<file path="src/rtl/mprj_checkpoint_monitor.sv">
// Checkpoint sequence checker on the user-project pad bus; deglitches {checkbits,spivalue}, sets sticky pass/fail.
// Optional capture log behind MPRJ_MON_LOG_EN (adds log_addr/log_data).
module mprj_checkpoint_monitor #(
  parameter logic [7:0]              PREFIX         = 8'hA0,
  parameter logic [7:0]              START_CODE     = 8'h40,
  parameter logic [7:0]              PASS_CODE      = 8'h90,
  parameter int                      NUM_CHECKS     = 11,
  parameter logic [8*NUM_CHECKS-1:0] EXPECTED       = 88'h04_12_03_ff_ef_ff_01_02_10_56_04,
  parameter int                      STABLE_CYCLES  = 4,
  parameter int                      TIMEOUT_CYCLES = 25000
) (
  input  logic        clock,
  input  logic        resetb,
  input  logic [15:0] checkbits,
  input  logic [7:0]  spivalue,
  output logic        started,
  output logic        done,
  output logic        pass,
  output logic        fail,
  output logic [2:0]  fail_reason,
  output logic [3:0]  fail_index,
  output logic [7:0]  captured
`ifdef MPRJ_MON_LOG_EN
  ,
  input  logic [3:0]  log_addr,
  output logic [7:0]  log_data
`endif
);

  localparam int              SW     = $clog2(STABLE_CYCLES) + 1;
  localparam logic [SW-1:0]   SLIM   = SW'(STABLE_CYCLES - 1);
  localparam logic [31:0]     TO_LIM = 32'(TIMEOUT_CYCLES - 1);
  localparam logic [3:0]      NC     = 4'(NUM_CHECKS);

  typedef enum logic [1:0] {ST_IDLE, ST_RUN, ST_PASS, ST_FAIL} state_t;

  state_t        state;
  logic [23:0]   samp;
  logic [23:0]   last_acc;
  logic [SW-1:0] scnt;
  logic [31:0]   tcnt;
  logic [3:0]    index;

  logic       acc;
  logic       code_hit;
  logic [7:0] code_lo;
  logic [7:0] spi;
  logic [7:0] next_ck;
  logic [7:0] exp_byte;
  logic       timeout;

  // A value is taken once it has been seen STABLE_CYCLES times in a row and is new.
  assign acc      = (scnt == SLIM) && (samp != last_acc);
  assign code_hit = acc && (samp[23:16] == PREFIX);
  assign code_lo  = samp[15:8];
  assign spi      = samp[7:0];
  assign next_ck  = START_CODE + {4'b0000, index} + 8'd1;
  assign exp_byte = 8'(EXPECTED >> {index, 3'b000});
  assign timeout  = (tcnt >= TO_LIM);

  always_ff @(posedge clock or negedge resetb) begin
    if (!resetb) begin
      samp     <= '0;
      last_acc <= '0;
      scnt     <= '0;
    end else begin
      samp <= {checkbits, spivalue};
      if ({checkbits, spivalue} == samp) begin
        if (scnt != SLIM) scnt <= scnt + SW'(1);
      end else begin
        scnt <= '0;
      end
      if (acc) last_acc <= samp;
    end
  end

`ifdef MPRJ_MON_LOG_EN
  logic [7:0] log_mem [NUM_CHECKS];
  assign log_data = (log_addr < NC) ? log_mem[log_addr] : 8'h00;
`endif

  always_ff @(posedge clock or negedge resetb) begin
    if (!resetb) begin
      state       <= ST_IDLE;
      tcnt        <= '0;
      index       <= '0;
      started     <= 1'b0;
      done        <= 1'b0;
      pass        <= 1'b0;
      fail        <= 1'b0;
      fail_reason <= '0;
      fail_index  <= '0;
      captured    <= '0;
`ifdef MPRJ_MON_LOG_EN
      for (int i = 0; i < NUM_CHECKS; i++) log_mem[i] <= '0;
`endif
    end else begin
      if ((state == ST_IDLE || state == ST_RUN) && tcnt != '1) tcnt <= tcnt + 32'd1;
      case (state)
        ST_IDLE: begin
          if (code_hit && code_lo == START_CODE) begin
            state   <= ST_RUN;
            started <= 1'b1;
            index   <= '0;
          end else if (!code_hit && timeout) begin
            state       <= ST_FAIL;
            fail        <= 1'b1;
            done        <= 1'b1;
            fail_reason <= 3'd4;
            fail_index  <= index;
          end
        end
        ST_RUN: begin
          // An accepted prefixed code takes precedence over a simultaneous timeout.
          if (code_hit) begin
            if (index < NC && code_lo == next_ck) begin
              captured <= spi;
              index    <= index + 4'd1;
`ifdef MPRJ_MON_LOG_EN
              log_mem[index] <= spi;
`endif
              if (spi != exp_byte) begin
                state       <= ST_FAIL;
                fail        <= 1'b1;
                done        <= 1'b1;
                fail_reason <= 3'd1;
                fail_index  <= index + 4'd1;
              end
            end else if (code_lo == PASS_CODE) begin
              done <= 1'b1;
              if (index == NC) begin
                state <= ST_PASS;
                pass  <= 1'b1;
              end else begin
                state       <= ST_FAIL;
                fail        <= 1'b1;
                fail_reason <= 3'd3;
                fail_index  <= index + 4'd1;
              end
            end else if (code_lo != START_CODE) begin
              state       <= ST_FAIL;
              fail        <= 1'b1;
              done        <= 1'b1;
              fail_reason <= 3'd2;
              fail_index  <= index + 4'd1;
            end
          end else if (timeout) begin
            state       <= ST_FAIL;
            fail        <= 1'b1;
            done        <= 1'b1;
            fail_reason <= 3'd4;
            fail_index  <= index;
          end
        end
        default: ;
      endcase
    end
  end

endmodule

</file>
<file path="config.mk">
export PLATFORM = sky130hd
export DESIGN_NAME = mprj_checkpoint_monitor
export DESIGN_NICKNAME = d
export VERILOG_FILES = /design/src/rtl/mprj_checkpoint_monitor.sv
export SDC_FILE = /design/constraint.sdc
export NUM_CORES = 1
export LEC_CHECK = 0
export CAP_MARGIN = 20
export CORE_MARGIN = 1
export CORE_UTILIZATION = 47
export CTS_BUF_LIST = sky130_fd_sc_hd__clkbuf_8
export DETAILED_ROUTE_END_ITERATION = 7
export GPL_TIMING_DRIVEN = 1
export PLACE_DENSITY = 0.67
export SLEW_MARGIN = 20
export SYNTH_ARGS = -nofsm -noshare
export SYNTH_HDL_FRONTEND = slang
export SYNTH_SLANG_ARGS = --single-unit
</file>
<file path="constraint.sdc">
create_clock -name clock -period 4.8 [get_ports clock]
set_input_delay 1.2 -clock clock [delete_from_list [all_inputs] [get_ports clock]]
set_output_delay 1.2 -clock clock [all_outputs]
set_load 0.05 [all_outputs]
</file>
# == Word-level counts from Yosys, hierarchy flattened ==
# Cells that the tools add are included.
# W data, S select, Z words.
# word_totals
ff_bits,108
latchBits,0
ramBits,0
rom_bits,0
inputBits,26
out_inout_bits,19
word_cells,113
memories,0
# op_classes
n_addsub,5
n_mul,0
div,0
magnitude_cmp,2
n_eq_ne,24
shift,1
muxes,50
bitwise,1
n_reduce_logical,17
# ops
operator,count
$shr A83 B7 Y8 const A,1
$mux W4,12
$mux W3,11
$add A32 B1 Y32 const B,1
$ge A32 B15 Y1 const B,1
$ne A32 B32 Y1 const B,1
$eq A24 B24 Y1,1
$ne A24 B24 Y1,1
$eq A8 B8 Y1 const B,2
$mux W2,8
$pmux W4 S2,2
$mux W1,13
$reduce_and A5 Y1,2
$add A7 B4 Y8 const A,1
$add A8 B1 Y8 const B,1
$eq A8 B7 Y1 const B,1
$eq A8 B8 Y1,1
$ne A2 B1 Y1 const B,4
$ne A8 B7 Y1 const B,1
$ne A8 B8 Y1,1
$reduce_and A7 Y1,1
$logic_and A1 B1 Y1,6
$pmux W3 S2,1
$reduce_and A6 Y1,1
23 further kinds,25

# == Depth between registers and ports, before layout ==
# Gate-level depths: netlist of the first run.
# logic_depth
word_depth,8
ltp_mapped,10
ltp_nobuf,9

# == Worst setup path before layout of the first run ==
# No wires, ideal clock.
# synth_timing
path_kind,register to register
start,reg index[0]
end,reg fail_index[0]
setup_ns,0.125
arrival_time_ns,2.579
required_time_ns,4.675
path_slack_ns,2.096
path_stages_with_launch,10
n_path_buf,1
synth_period_minus_slack_ns,2.704
path_cell_list,dfrtp_1 clkbuf_1 inv_1 ha_1 xnor2_1 nand4_1 a311oi_4 a31oi_2 a21oi_4 mux2_4
# synth_via
elab_chain_len,7
word_cells_on_any_way,23
cone_classes,add/sub: 3; order compare: 1; eq/ne: 6; shift: 1; mux: 10; reduce/logical: 2
# synth_rtl
item,line,rtl
start: declaration,42,logic [3:0] index;
start signal: assignment,118,index <= index + 4'd1;
$add A7 B4 Y8,57,"assign next_ck = START_CODE + {4'b0000, index} + 8'd1;"
$add A8 B1 Y8,57,
$eq A8 B8 Y1,116,if (index < NC && code_lo == next_ck) begin
$logic_and A1 B1 Y1,116,
$mux W4,116,
$mux W4,115,if (code_hit) begin
$pmux W4 S2,99,case (state)
end signal: assignment,110,fail_index <= index;
end signal: assignment,127,fail_index <= index + 4'd1;
end signal: assignment,138,fail_index <= index + 4'd1;
end: declaration,21,"output logic [3:0] fail_index,"
# Parallel ways exist; a longest one is shown, timed or not. The select of a mux whose other input is x is not followed.
# A chain may end at the register's enable or synchronous reset.

# == Final worst setup path of the first run ==
# layout_timing
start,reg index[0]
end,reg captured[5]
# layout_via
elab_chain_len,5
word_cells_on_any_way,6
cone_classes,add/sub: 2; order compare: 1; eq/ne: 1; reduce/logical: 2
# layout_rtl
item,line,rtl
$add A7 B4 Y8,57,
$add A8 B1 Y8,57,
$eq A8 B8 Y1,116,
$logic_and A1 B1 Y1 (*),116,
$reduce_and A3 Y1 (no line) (*),--,
end signal: assignment,117,captured <= spi;
end: declaration,22,output logic [7:0] captured
# Mark *: on every way between the ends. The rest lies on a longest branch, timed or not.

==> flow_summary.ini, run 1 <==
[logic_synthesis]
ys_warn_count = 0
synthesis.area_mm2 = 0.00537
synth_flop_cell = dfrtp_1
syn_area_per_cell_um2 = 11.4
synth-edff-count = 0
netlist_instances = 471
ys_seq_area_share_pct = 50.3
synth-seq-cells = 108
ys_types = 47
syn-num-nets = 505
synth-async-reset-ratio_pct = 100

[critical_path]
startpoint_type = flip-flop
cp_max_fo = 12
r2r_cells = 6
critical_path_class = reg -> reg
cp.required_ps = 5070
end_kind = flip-flop
worstPathArrival_ps = 3420

[global_route]
antenna_found_initial = 0
grt_use_total_pct = 20.1
grt_pass1_vias = 3605
overflow = 0
grt_start_max_net_pins = 40
grt_first_pass_wirelength_um = 18000

[timing]
max_slew.worst_pin.slew_ps = 1040
period_needed_ps = 3140
skew_ps = 21.8
finalMaxSlewViolations = 0
finalCritPeriodShare_pct = 65.5
setup_viol = 0
holdWs_ps = 484
maxSlewHeadroom_pct = 30.4
setup_tns_ps = 0
hold_viol = 0
fmax_mhz = 318
rsz0062_at_grt = false

[min_path]
hold_path_depth = 1
worstHoldPathType = reg -> reg

[placement]
place_inst = 638
gp_congestion = 0.819
io_buffers = 44
place_hpwl_um = 7700

[clock_network]
cts_buffer_depth = 2
cts_root_buf = clkbuf_8
cts_hold_buf = 0
post_cts_buffers = 0
clkLatencyLatePin_ps = 390
cts_buffers = 9
cts_sinks = 108
tritoncts = yes
htreeDepth = 3
ctsResizeCount = 0
cts.reportedPaths.clkPinSlew_ps = 100

[final_layout]
drive_above_1_share_pct = 12.8
fillers = 947
finalNonFillerCells = 654
multi_input_area_mm2 = 0.00254
fin_nets = 543
regArea_mm2 = 0.00270
areaGrowthSynthToFinish_pct = 13.6
num_antenna_cells = 0

[floorplanning]
die_x_um = 109
start_util_pct = 48.9
io_pins = 45
core-area_mm2 = 0.0110
die_y_um = 109
rows = 38
dieArea_mm2 = 0.0119

[drt]
vias = 3519
vias_per_cell = 5.38
drtAntennaViolNets = 0
wirelength_um = 10400
drt-pass1-iter-count = 4
drc_errors = 0
wl_per_cell_um = 15.8
drt-initial-drc-count = 163

[power_and_ir_drop]
leakagePower_nw = 2.61
p_per_area_mw_per_mm2 = 256
max-vdd-ir-drop_v = 0.000251
power_mw = 1.56

[job]
maxCapViolations = 0

[status]
status = finished, final reports clean
[area by class of cell]
| type | count | share of cell area [%] |
|---|---|---|
| Sequential cell | 108 | 44.3 |
| Inverter | 10 | 0.616 |
| Multi-Input combinational cell | 334 | 41.7 |
| Clock inverter | 6 | 0.841 |
| Timing Repair Buffer | 46 | 7.43 |
| Clock buffer | 10 | 2.26 |
| Tap cell | 140 | 2.87 |
[worst max-delay path: stages (launching register included)]
cell      delay (ps)
dfrtp_1          510
ha_1             340
nor2b_1          160
or4_4            500
a311oi_4         450
nand4_1          570
mux2_2           490
[cells in the mapped netlist, types with 10 or more instances]
cell type	count	share of area [%]
nor3_1	10	0.93
nor4_1	12	1.4
mux2_2	34	7.1
a21oi_1	11	1.0
nand2_1	24	1.7
xor2_1	21	3.4
dfrtp_1	108	50
xnor2_1	70	11
nor2_1	21	1.5
clkbuf_1	11	0.77
nand4_1	27	3.1
nand3_1	18	1.7
inv_1	10	0.70
[final timing paths]
| check | start | endpoint | slack [ps] |
|---|---|---|---|
| max | index[0]$_DFFE_PN0P_ | captured[5]$_DFFE_PN0P_ | 1660 |
| min | fail$_DFFE_PN0P_ | fail$_DFFE_PN0P_ | 480 |
| max reg2reg | index[0]$_DFFE_PN0P_ | captured[5]$_DFFE_PN0P_ | 1660 |
| min reg2reg | fail$_DFFE_PN0P_ | fail$_DFFE_PN0P_ | 480 |
| max in group asynchronous | resetb | tcnt[15]$_DFFE_PN0P_ | 3190 |
| min in group asynchronous | resetb | samp[0]$_DFF_PN0_ | 760 |
[layout by cell type (no fill, tap or decap), types with 3 or more instances in the layout]
| cell type | count |
|---|---|
| dfrtp_1 | 108 |
| xnor2_1 | 70 |
| clkdlybuf4s50_1 | 43 |
| mux2_2 | 34 |
| nand4_1 | 27 |
| nand2_1 | 24 |
| xor2_1 | 21 |
| nor2_1 | 21 |
| nand3_1 | 18 |
| nor4_1 | 12 |
| a21oi_1 | 11 |
| inv_1 | 10 |
| nor3_1 | 10 |
| clkbuf_8 | 10 |
| o21ai_0 | 8 |
| ha_1 | 8 |
| mux2i_1 | 6 |
| nor2b_1 | 5 |
| or4_1 | 5 |
| and4_1 | 5 |
| mux2_4 | 5 |
| nor3b_1 | 4 |
| and3_1 | 4 |
| and2_1 | 4 |
| nand2b_1 | 4 |
| inv_6 | 3 |
| buf_4 | 3 |
[registers in the layout, summed over array words and instances, names as in the netlist]
register     flops
pass             1
fail             1
fail_index       4
tcnt            32
fail_reason      3
samp            24
started          1
scnt             3
index            4
captured         8
last_acc        24
state            2
done             1
[per-layer routing]
metal / up-vias / wire length (µm) / part of all wire, % / global-route usage, %
met5: - / 0 / 0 / 0
met4: 0 / 131 / 1.3 / 6.76
li1: 1738 / - / - / -
met1: 1715 / 5250 / 51 / 29.1
met2: 55 / 4580 / 44 / 29.6
met3: 11 / 402 / 3.9 / 4.54
[per-stage QoR]
stage / area, µm² / util, % / worst slack, ps
after floorplan: 5370 / - / 2100
after global placement: 5910 / 53.8 / 1700
after detailed placement: 5910 / 53.8 / 1660
after CTS: 6100 / 55.5 / 1650
after global routing: 6100 / 55.5 / 1430
final: 6100 / 55.5 / 1660
[cells by family after synthesis]
logic type	synth area share, %
flops	50.3
fa+ha+maj	1.86
simple gates	16.1
mux	9.65
xor+xnor	14.8
buf+inv	2.33
compound gates	4.87
[power by group]
part | internal, mW | leakage, nW | total [mW] | switching (mW)
clock | 0.212 | 0.0996 | 0.539 | 0.327
combinational | 0.0428 | 1.07 | 0.0819 | 0.0391
sequential | 0.919 | 1.44 | 0.941 | 0.0219
total | 1.17 | 2.61 | 1.56 | 0.388
Note: power is estimated with default switching activity, not from simulation.
==> inputs of run 2 (changes only) <==
--- a/config.mk
+++ b/config.mk
@@ -11,7 +11,7 @@
 export CTS_BUF_LIST = sky130_fd_sc_hd__clkbuf_8
 export DETAILED_ROUTE_END_ITERATION = 7
 export GPL_TIMING_DRIVEN = 1
-export PLACE_DENSITY = 0.67
+export PLACE_DENSITY = 0.69
 export SLEW_MARGIN = 20
 export SYNTH_ARGS = -nofsm -noshare
 export SYNTH_HDL_FRONTEND = slang
==> constraint.sdc (replaced) <==
create_clock -name clock -period 2.5 [get_ports clock]
set_input_delay 0.625 -clock clock [delete_from_list [all_inputs] [get_ports clock]]
set_output_delay 0.625 -clock clock [all_outputs]
set_load 0.05 [all_outputs]
==> run 2 against run 1 <==
Effect of this change: the run now ends with negative setup slack left; core utilization grew 4.6 points; routed wire length is 12% higher; clock-buffer cell count fell by 1; largest power group unchanged; sequential share of layout area shrank 3.4 points; highest routed layer unchanged; power grew 94%; fmax rose by 21%; critical path type unchanged; die area unchanged.
==> flow_summary.ini, run 2 (synthesized netlist as in run 1, its figures left out) <==
[timing]
hold_viol = 0
rsz0062_at_grt = true
max_slew.worst_pin.slew_ps = 660
period_needed_ps = 2590
fmax_mhz = 386
maxSlewHeadroom_pct = 55.6
setup_ws_ps = -89.2
finalCritPeriodShare_pct = 104
finalMaxSlewViolations = 0
setup_tns_ps = -796
setup_viol = 16
skew_ps = 14.0

[final_layout]
areaGrowthSynthToFinish_pct = 23.0
final_common_cell = dfrtp_1
largest_reg_flops = 32
final_area_mm2 = 0.00660
reg.largest.list = tcnt: 32 flops, last_acc: 24 flops, samp: 24 flops
drive_above_1_share_pct = 22.5
layout_common_cells = dfrtp_1, xnor2_1, buf_4
top_register = tcnt
num_antenna_cells = 0
fin_nets = 593

[global_route]
antenna_found_initial = 0
grt_pass1_vias = 3901
grt_start_max_net_pins = 56
grt_use_total_pct = 21.5
overflow = 0
grt_first_pass_wirelength_um = 19100

[floorplanning]
core-area_mm2 = 0.0110
rows = 38
die_y_um = 109
dieArea_mm2 = 0.0119
io_pins = 45
die_x_um = 109
start_util_pct = 48.9

[critical_path]
cp.required_ps = 2780
startpoint_type = flip-flop
end_kind = flip-flop
crit_path_cell_trace = ha_4 > nor2b_4 > or4_4 > a311oi_4 > buf_4 > a21bo_4 > nand3_2 > o21bai_1 > mux2_4
worstPathArrival_ps = 2870
cp_slowest_cell = dfrtp_2
critical_path_class = reg -> reg
slowest_delay_ps = 470
cp_max_fo = 5

[drt]
drtAntennaViolNets = 0
wirelength_um = 11600
drt-initial-drc-count = 162
drt-pass1-iter-count = 4
vias = 3808
wl_per_cell_um = 16.5
vias_per_cell = 5.41
drc_errors = 0

[power_and_ir_drop]
swShare_pct = 23.6
internal_power_mw = 2.31
seqPwrFrac_pct = 59.4
p_sw_uw = 713
p_comb_share_pct = 6.3
p_clk_share_pct = 34.4
p_per_area_mw_per_mm2 = 458
max-vdd-ir-drop_v = 0.000358
leakagePower_nw = 2.88

[clock_network]
htreeDepth = 3
cts.reportedPaths.clkPinSlew_ps = 100
tritoncts = yes
cts_root_buf = clkbuf_8
cts_sinks = 108
clkLatencyLatePin_ps = 380
cts_buffers = 9
cts_buffer_depth = 2

[placement]
gp_congestion = 0.862
place_hpwl_um = 8460
dp_slack_ps = -30.4
place_area_mm2 = 0.00628
io_buffers = 44

[job]
maxCapViolations = 0

[status]
violations = negative setup slack
status = finished, violations left

[min_path]
worstHoldPathType = in -> async
run 2: worst paths after layout:
path / start / end / slack [ps] / cells after the start
worst min register to register: fail$_DFFE_PN0P_ / fail$_DFFE_PN0P_ / 470 / 1
worst min-delay path: resetb / state[1]$_DFFE_PN0P_ / 160 / 1
worst max-delay path: index[1]$_DFFE_PN0P_ / index[2]$_DFFE_PN0P_ / -90 / 9
worst max register to register: index[1]$_DFFE_PN0P_ / index[2]$_DFFE_PN0P_ / -90 / 9
min in group clock: fail$_DFFE_PN0P_ / fail$_DFFE_PN0P_ / 470 / 1
max in group asynchronous: resetb / done$_DFFE_PN0P_ / 1660 / 2
run 2: what timing repair did:
item,in CTS,in global routing
gates cloned,0,0
hold buffers,0,0
setup endpoints to repair,7,19
pin swaps,0,4
resized for setup,1,15
setup buffers,4,4
run 2: worst max-delay path, delay by kind of cell, from the launching register on:
family	cells	cell delay, ps
multiplexers	1	260
buffers and inverters	1	200
flip-flops	1	470
AO/OA/AOI/OAI	3	740
adder cells (fa/ha/maj)	1	190
AND/OR/NAND/NOR	3	630
run 2: stage by stage:
step | utilization (%) | hold slack [ps] | power [mW] | instances
global route | 60.1 | 168 | 3.15 | 704
detailed placement | 57.1 | 451 | 2.02 | 680
floorplan | - | 329 | 1.90 | 471
finish | 60.1 | 158 | 3.03 | 704
CTS | 59.1 | 154 | 3.05 | 700
global placement | 57.1 | 453 | 2.02 | 680
run 2: per-layer routing:
metal | global-route usage, % | vias to the layer above | routed length [µm]
met2 | 34.7 | 53 | 5750
met5 | 0 | - | 0
met1 | 28.6 | 1904 | 5310
li1 | - | 1836 | -
met3 | 4.18 | 15 | 394
met4 | 8.40 | 0 | 157
run 2: area by class of cell:
class                      count  area [µm²]
clock buffer                   9         124
fill                         915        4380
clock inverter                 7        61.3
tap                          140         175
sequential                   108        2710
timing repair buffer          96         873
multi-input combinational    334        2630
inverter                      10        37.5
run 2: power groups by stage:
| stage | combinational, mW | clock (mW) | sequential, mW |
|---|---|---|---|
| floorplan | 0.0804 | 0 | 1.82 |
| global placement | 0.188 | 0 | 1.83 |
| detailed placement | 0.191 | 0 | 1.83 |
| CTS | 0.192 | 1.07 | 1.79 |
| global route | 0.210 | 1.14 | 1.80 |
| finish | 0.190 | 1.04 | 1.80 |
